<file path="config.mk">
export PLATFORM = sky130hd
export DESIGN_NAME = uart_cfg
export DESIGN_NICKNAME = d
export VERILOG_FILES = /design/src/rtl/uart_cfg.sv
export SDC_FILE = /design/constraint.sdc
export NUM_CORES = 1
export LEC_CHECK = 0
export ABC_AREA = 1
export BUFFER_PORTS_ARGS = -buffer_cell sky130_fd_sc_hd__buf_4
export CAP_MARGIN = 5
export CORE_MARGIN = 1.5
export CORE_UTILIZATION = 45
export DETAILED_ROUTE_END_ITERATION = 12
export GPL_ROUTABILITY_DRIVEN = 1
export PLACE_DENSITY = 0.64
export RECOVER_POWER = 50
export SYNTH_ARGS = -nofsm -noshare
export SYNTH_HDL_FRONTEND = slang
export SYNTH_SLANG_ARGS = --single-unit
export TNS_END_PERCENT = 50
</file>
<file path="constraint.sdc">
create_clock -name clk -period 4.8 [get_ports clk]
set_clock_uncertainty 0.1 [all_clocks]
set_input_delay 0.48 -clock clk [delete_from_list [all_inputs] [get_ports clk]]
set_output_delay 0.48 -clock clk [all_outputs]
set_load 0.02 [all_outputs]
</file>
<file path="src/rtl/uart_cfg.sv">
// rtl/uart_cfg.sv - parametrised full-duplex UART: oversampled RX, error-tagged RX FIFO, handshaked TX
module uart_cfg #(
    parameter int CLK_DIV    = 326,
    parameter int OVERSAMPLE = 16,
    parameter int DATA_BITS  = 8,
    parameter int PARITY     = 0,
    parameter int STOP_BITS  = 1,
    parameter int FIFO_DEPTH = 4
) (
    input  logic                        clk,
    input  logic                        rst,
    input  logic                        rx,
    output logic                        tx,
    input  logic                        tx_valid,
    output logic                        tx_ready,
    input  logic [DATA_BITS-1:0]        tx_data,
    output logic                        rx_valid,
    input  logic                        rx_ready,
    output logic [DATA_BITS-1:0]        rx_data,
    output logic                        rx_parity_err,
    output logic                        rx_frame_err,
    output logic                        rx_overrun,
    output logic [$clog2(FIFO_DEPTH):0] rx_level,
    output logic                        rx_busy,
    output logic                        tx_busy
);
    localparam int OSW = $clog2(OVERSAMPLE);
    localparam int AW  = $clog2(FIFO_DEPTH);
    localparam logic [15:0]    DIV_LAST  = 16'(CLK_DIV - 1);
    localparam logic [OSW-1:0] OS_LAST   = OSW'(OVERSAMPLE - 1);
    localparam logic [OSW-1:0] OS_MID    = OSW'(OVERSAMPLE / 2 - 1);
    localparam logic [2:0]     BIT_LAST  = 3'(DATA_BITS - 1);
    localparam logic           STOP_LAST = 1'(STOP_BITS - 1);
    localparam logic           ODD       = (PARITY == 1);
    localparam logic [AW:0]    FULL_LVL  = (AW + 1)'(FIFO_DEPTH);

    localparam logic [2:0] S_IDLE   = 3'd0;
    localparam logic [2:0] S_START  = 3'd1;
    localparam logic [2:0] S_DATA   = 3'd2;
    localparam logic [2:0] S_PARITY = 3'd3;
    localparam logic [2:0] S_STOP   = 3'd4;

    logic                 rx_meta, rx_sync, rx_prev;
    logic [15:0]          rx_div;
    logic [OSW-1:0]       rx_os;
    logic [2:0]           rx_state, rx_bit;
    logic [DATA_BITS-1:0] rx_shift;
    logic                 rx_perr, rx_tick, rx_bit_end;
    logic                 push, push_ok, pop, full, overrun;
    logic [DATA_BITS+1:0] mem [FIFO_DEPTH];
    logic [AW-1:0]        wr_ptr, rd_ptr;
    logic [AW:0]          level;

    assign rx_tick    = (rx_div == DIV_LAST);
    // The start bit is judged half a bit in; every later sample is a full bit apart.
    assign rx_bit_end = rx_tick && (rx_os == ((rx_state == S_START) ? OS_MID : OS_LAST));
    assign push       = rx_bit_end && (rx_state == S_STOP);
    assign rx_busy    = (rx_state != S_IDLE);

    always_ff @(posedge clk) begin
        if (rst) begin
            rx_meta  <= 1'b1;
            rx_sync  <= 1'b1;
            rx_prev  <= 1'b1;
            rx_div   <= '0;
            rx_os    <= '0;
            rx_state <= S_IDLE;
            rx_bit   <= '0;
            rx_shift <= '0;
            rx_perr  <= 1'b0;
        end else begin
            rx_meta <= rx;
            rx_sync <= rx_meta;
            rx_prev <= rx_sync;
            rx_div  <= rx_tick ? '0 : rx_div + 16'd1;
            if (rx_tick)
                rx_os <= rx_bit_end ? '0 : rx_os + 1'b1;
            case (rx_state)
                S_IDLE: begin
                    // Needs a genuine falling edge, so a line stuck low after a bad stop never re-arms.
                    if (rx_prev && !rx_sync) begin
                        rx_state <= S_START;
                        rx_div   <= '0;
                        rx_os    <= '0;
                        rx_perr  <= 1'b0;
                    end
                end
                S_START: if (rx_bit_end) begin
                    rx_state <= rx_sync ? S_IDLE : S_DATA;
                    rx_bit   <= '0;
                end
                S_DATA: if (rx_bit_end) begin
                    rx_shift <= {rx_sync, rx_shift[DATA_BITS-1:1]};
                    rx_bit   <= rx_bit + 3'd1;
                    if (rx_bit == BIT_LAST)
                        rx_state <= (PARITY != 0) ? S_PARITY : S_STOP;
                end
                S_PARITY: if (rx_bit_end) begin
                    rx_perr  <= rx_sync ^ (^rx_shift) ^ ODD;
                    rx_state <= S_STOP;
                end
                S_STOP: if (rx_bit_end)
                    rx_state <= S_IDLE;
                default: rx_state <= S_IDLE;
            endcase
        end
    end

    assign rx_valid   = (level != '0);
    assign pop        = rx_valid && rx_ready;
    assign full       = (level == FULL_LVL);
    assign push_ok    = push && (!full || pop);
    assign rx_level   = level;
    assign rx_overrun = overrun;
    assign {rx_data, rx_parity_err, rx_frame_err} = mem[rd_ptr];

    always_ff @(posedge clk) begin
        if (push_ok && !rst)
            mem[wr_ptr] <= {rx_shift, rx_perr, !rx_sync};
    end

    always_ff @(posedge clk) begin
        if (rst) begin
            wr_ptr  <= '0;
            rd_ptr  <= '0;
            level   <= '0;
            overrun <= 1'b0;
        end else begin
            if (push_ok)
                wr_ptr <= wr_ptr + 1'b1;
            if (pop)
                rd_ptr <= rd_ptr + 1'b1;
            if (push_ok && !pop)
                level <= level + 1'b1;
            else if (!push_ok && pop)
                level <= level - 1'b1;
            if (pop)
                overrun <= 1'b0;
            else if (push && full)
                overrun <= 1'b1;
        end
    end

    logic [15:0]          tx_div;
    logic [OSW-1:0]       tx_os;
    logic [2:0]           tx_state, tx_bit;
    logic                 tx_stop, tx_par, tx_tick, tx_bit_end;
    logic [DATA_BITS-1:0] tx_shift;

    assign tx_tick    = (tx_div == DIV_LAST);
    assign tx_bit_end = tx_tick && (tx_os == OS_LAST);
    assign tx_ready   = (tx_state == S_IDLE);
    assign tx_busy    = !tx_ready;

    always_ff @(posedge clk) begin
        if (rst) begin
            tx       <= 1'b1;
            tx_state <= S_IDLE;
            tx_div   <= '0;
            tx_os    <= '0;
            tx_bit   <= '0;
            tx_stop  <= 1'b0;
            tx_par   <= 1'b0;
            tx_shift <= '0;
        end else begin
            tx_div <= tx_tick ? '0 : tx_div + 16'd1;
            if (tx_tick)
                tx_os <= tx_os + 1'b1;
            case (tx_state)
                S_IDLE: begin
                    tx <= 1'b1;
                    if (tx_valid) begin
                        tx_shift <= tx_data;
                        tx_par   <= (^tx_data) ^ ODD;
                        tx       <= 1'b0;
                        tx_state <= S_START;
                        tx_div   <= '0;
                        tx_os    <= '0;
                    end
                end
                S_START: if (tx_bit_end) begin
                    tx       <= tx_shift[0];
                    tx_bit   <= '0;
                    tx_state <= S_DATA;
                end
                S_DATA: if (tx_bit_end) begin
                    tx_shift <= tx_shift >> 1;
                    tx_bit   <= tx_bit + 3'd1;
                    if (tx_bit != BIT_LAST) begin
                        tx <= tx_shift[1];
                    end else if (PARITY != 0) begin
                        tx       <= tx_par;
                        tx_state <= S_PARITY;
                    end else begin
                        tx       <= 1'b1;
                        tx_stop  <= 1'b0;
                        tx_state <= S_STOP;
                    end
                end
                S_PARITY: if (tx_bit_end) begin
                    tx       <= 1'b1;
                    tx_stop  <= 1'b0;
                    tx_state <= S_STOP;
                end
                S_STOP: if (tx_bit_end) begin
                    if (tx_stop == STOP_LAST)
                        tx_state <= S_IDLE;
                    else
                        tx_stop <= 1'b1;
                end
                default: tx_state <= S_IDLE;
            endcase
        end
    end
endmodule
</file>
======== Word-level counts from Yosys, hierarchy flattened ========
Memory sizes are Yosys's and may differ from the RTL's. A register that Yosys moved wholly into a read port is not among the register bits.
Index checks and enable logic that the tools add are counted.
Widths: inputs -> output; s select.
word-level totals
  bits in registers ....................... 82
  RAM bits ................................ 40
  input port bits ......................... 13
  output and inout bits ................... 19
  logic and storage cells ................. 158
  memories ................................ 1
memories
  name  depth  bits a word  rd ports  clocked after Yosys merged registers in  write ports  RTL line  source
  mem   4      10           1         1                                        1            50        logic [DATA_BITS+1:0] mem [FIFO_DEPTH];
cells by class
  add/sub/neg operators ................... 10
  eq/ne operators ......................... 28
  mux-type cells .......................... 59
  bitwise gates (word level) .............. 1
  reduce and logical (&&, ||, !) cells .... 39
operators by type and width
  cell                   number
  $mux 16                6
  $mux 3                 18
  $add 16x1->16 const B  2
  $eq 16x9->1 const B    2
  $mux 4                 8
  $pmux 3 s5             2
  $ne 2x2->1 const B     13
  $mux 8                 2
  $pmux 8 s2             1
  $mux 1                 14
  $eq 3x2->1 const B     4
  $eq 3x3->1 const B     4
  $pmux 3 s2             2
  $reduce_and 3->1       4
  $logic_and 1x1->1      10
  $reduce_bool 2->1      5
  $add 3x1->3 const B    3
  $reduce_bool 3->1      3
  $add 4x1->4 const B    2
  $reduce_xor 8->1       1
  $reduce_and 7->1       1
  $eq 3x1->1 const B     2
  $logic_not 1->1        6
  $logic_not 3->1        2
  other kinds (17)       20

======== Depth between registers and ports, before layout ========
  depth after elaboration ................. 10
  depth in mapped cells ................... 15
  gate-level depth less buffers ........... 15

======== Worst setup path before layout ========
Ideal clock, no wire load.
  kind .................................... reg-to-reg
  start point ............................. reg level[0], in the netlist rx_level[0]
  end point ............................... reg level[2], in the netlist rx_level[2]
  library setup time ...................... 0.122 ns
  data arrival time ....................... 2.205 ns
  data required time ...................... 4.578 ns
  slack ................................... 2.372 ns
  cell stages (with the launch flop) ...... 13
  period minus slack after synthesis ...... 2.428 ns
  path through ............................ dfxtp_1 inv_1 nand3_1 nand2_1 nand2_1 and3_1 ha_1 inv_1 fa_1 a21oi_1 o21ai_0 o21ai_0 a21oi_1
on the way
  word-level cells in the longest chain between the ends .. 7
RTL lines
  element                             RTL line  source
  start: declaration                  52        logic [AW:0] level;
  start signal: assignment            134       level <= level + 1'b1;
  start signal: assignment            136       level <= level - 1'b1;
  $reduce_bool 3->1 (*)               109       assign rx_valid = (level != '0);
  named net rx_valid                  17        output logic rx_valid,
  $logic_and 1x1->1 (*)               110       assign pop = rx_valid && rx_ready;
  $logic_or 1x1->1                    112       assign push_ok = push && (!full || pop);
  $logic_and 1x1->1                   112
  $logic_not 1->1                     135       else if (!push_ok && pop)
  $logic_and 1x1->1                   135
  $reduce_bool 2->1 (no source line)  n/a
Mark *: on every way through the listed nets, which the timed path passes. The rest lies on a longest branch. The select of a mux whose other input is x is not followed.
A chain may end at the register's enable or synchronous reset.

==> impl_metrics.csv <==
group,metric,value,unit
outcome,status,"finished with violations",
outcome,violations,"max-capacitance violations, max-slew violations",
worst_setup_path,criticalPathCategory,"input pin to register",
power_and_ir_drop,p_per_area,462,nW/um^2
worst_setup_path,arrival,3.14,ns
routing,viasPerCell,4.96,
layout,areaGrowthSynthToFinish,16.5,%
sta,setup_viol,0,
sta,fin_crit,2.94,ns
placement,hpwl,8100,microns
clocking,cts_buffers,17,
synth,synth-compound-area-share,0.105,
floorplan,top_level_ports,32,
synth,ys.flop_type,"dfxtp_1",
power_and_ir_drop,irDropWorstVdd,244,uV
layout,finish.utilization,0.545,
power_and_ir_drop,p_sw_frac,0.313,
sta,fmaxAchievable,0.340,GHz
hold_path,hp-class,"input pin to register",
synth,yosys.area.top_type,"dfxtp_1",
synth,synth_adder_area_share,0.0363,
synth,synth_simple_gate_area_frac,0.272,
worst_setup_path,crit_path_start,"rst",
global_route,grt_first_pass_wirelength,19600,microns
routing,vias,4499,
hold_path,min_from,"rx",
synth,yosysSeqAreaShare,0.501,
clocking,post_cts_buffers,0,
layout,layout-drive-gt1-share,0.138,
clocking,postCtsResizedCells,0,
synth,syn_area,5720,sq um
clocking,cts_tree,"built",
routing,drc,0,
synth,async_flop_share,0,
synth,synth-edff-count,40,
synth,synthTopCellsByArea,"dfxtp_1, edfxtp_1, nand2_1",
synth,synth_warnings,0,
worst_setup_path,worstReg2RegStart,"rx_div[0]",
global_route,antenna_found_initial,0,
floorplan,start_util,0.468,
clocking,cts.sinks,123,
clocking,cts_hold_buf,0,
sta,slew_viol_final,33,
synth,syn_nets,716,
floorplan,die_area,13400,sq um
layout,n_antenna_cell,0,
sta,rsz0062_at_grt,"false",
sta,timing.slew.headroom,-0.0783,
power_and_ir_drop,p_leak,0.00266,uW
routing,totalWireLength,11400,microns
floorplan,row_count,40,
power_and_ir_drop,seqPwrFrac,0.391,
clocking,cts-htree-levels,4,
synth,synth_cell_type_count,45,
layout,fin_nets,755,
clocking,clk_path_buf_depth,2,
clocking,clock_latency,0.42,ns
synth,avgSynthCellArea,8.32,sq um
sta,fin_crit_sh,0.613,
power_and_ir_drop,p_int,2120,uW
worst_setup_path,crit_path_start_kind,"input pin",
placement,place_congestion,0.837,
sta,tightest_slew,1.62,ns
routing,first_pass_iters,4,
worst_setup_path,endpoint_kind,"register",
flow_run,cap_violations,1,
placement,io_buffers,31,
clocking,cts.clk_slew.worst_paths,0.06,ns
sta,fin_tns_setup,0,ns
routing,first_iter_violations,181,
power_and_ir_drop,p_sw,963,uW
routing,drtAntennaViolNets,0,
synth,synth_top_family_by_area,"simple AND/OR/NAND/NOR gates",
synth,synth_top_area_frac,0.291,
clocking,cts-root-buf,"clkbuf_16",
floorplan,die_y,116,microns
floorplan,core,12200,sq um
synth,synthTopCellsByCount,"nand2_1, nor2_1, dfxtp_1",
synth,syn_inst,687,
synth,ys_ff_latch,123,
global_route,grt.overflow.total,0,
worst_setup_path,crit_required,5.00,ns
synth,synthXorXnorAreaFrac,0.0260,
global_route,grt_max_degree,33,
worst_setup_path,path_max_fanout,32,
synth,synth_mux_area_frac,0,
floorplan,die_w,116,microns
routing,wl_per_cell,12.6,microns
power_and_ir_drop,power_frac_comb,0.198,
sta,holdWs,0.177,ns
sta,hold_viol_final,0,
global_route,track_usage,0.187,
synth,yosysMostFrequentCell,"nand2_1",
global_route,grt_pass1_vias,4376,
power_and_ir_drop,p_clk_frac,0.411,
sequential cells by signal, indices dropped and copies added (netlist names), 4 cells and up, named ones only:
signal,flops
mem,40
rx_div,16
tx_div,16
rx_shift,8
tx_shift,8
rx_os,4
tx_os,4
area by class of cell:
cell class,instances,area (sq um)
clock inverters,14,163
fillers,1178,5550
clock buffers,18,429
repair buffers,31,206
flip-flops and latches,123,2860
multi-input cells,474,2480
well taps,168,210
inverters,79,304
placed cells by master, fill, tap and decap left out, types with 15 or more instances in the layout:
| cell type | count |
|---|---|
| inv_1 | 68 |
| ha_1 | 15 |
| nor2_1 | 88 |
| clkbuf_16 | 17 |
| dfxtp_1 | 83 |
| nand2_1 | 141 |
| nor3_1 | 16 |
| buf_4 | 24 |
| nand3_1 | 42 |
| edfxtp_1 | 40 |
| o21ai_0 | 36 |
| a21oi_1 | 45 |
layer usage:
metal  vias up  part of all wire  track usage
met1      2087              0.45        0.218
met5         -                 0            0
li1       2354                 -            -
met4         0             0.020       0.0854
met3        16             0.023       0.0424
met2        42              0.51        0.329
logic make-up after synthesis:
kind of cell / after synthesis
flops: 123
simple gates: 336
xor+xnor: 17
fa+ha+maj: 16
compound gates: 105
buf+inv: 90
path summary, 6_finish.rpt:
path / to / slack (ns) / cells after the start
setup / recovery: tx_div[14] / 1.86 / 6
hold / removal: rx_meta / 0.18 / 2
setup reg to reg: rx_level[2] / 1.97 / 13
hold reg to reg: rx_sync / 0.31 / 1
power groups by stage:
stage	clock network, uW	logic (uW)	registers, uW
2_1_floorplan	0	445	1210
4_1_cts	1290	635	1200
6_report	1270	608	1200
3_5_place_dp	0	627	1220
5_1_grt	1340	683	1210
3_3_place_gp	0	617	1220
critical path, cell delays in order:
cell and delay [ns]:
clkbuf_1 1.14, inv_1 0.60, nand2_1 0.33, a21oi_1 0.17, inv_1 0.31, nor3_1 0.10
metrics by stage:
stage / instance area, sq um / instances / setup WS (ns) / total power, uW
finish: 6660 / 907 / 1.86 / 3080
global route: 6660 / 907 / 1.56 / 3240
CTS: 6710 / 907 / 1.98 / 3130
detailed placement: 6120 / 875 / 2.16 / 1850
global placement: 6120 / 875 / 2.21 / 1840
floorplan: 5720 / 687 / 2.37 / 1660
(Power assumes the default switching activity.)
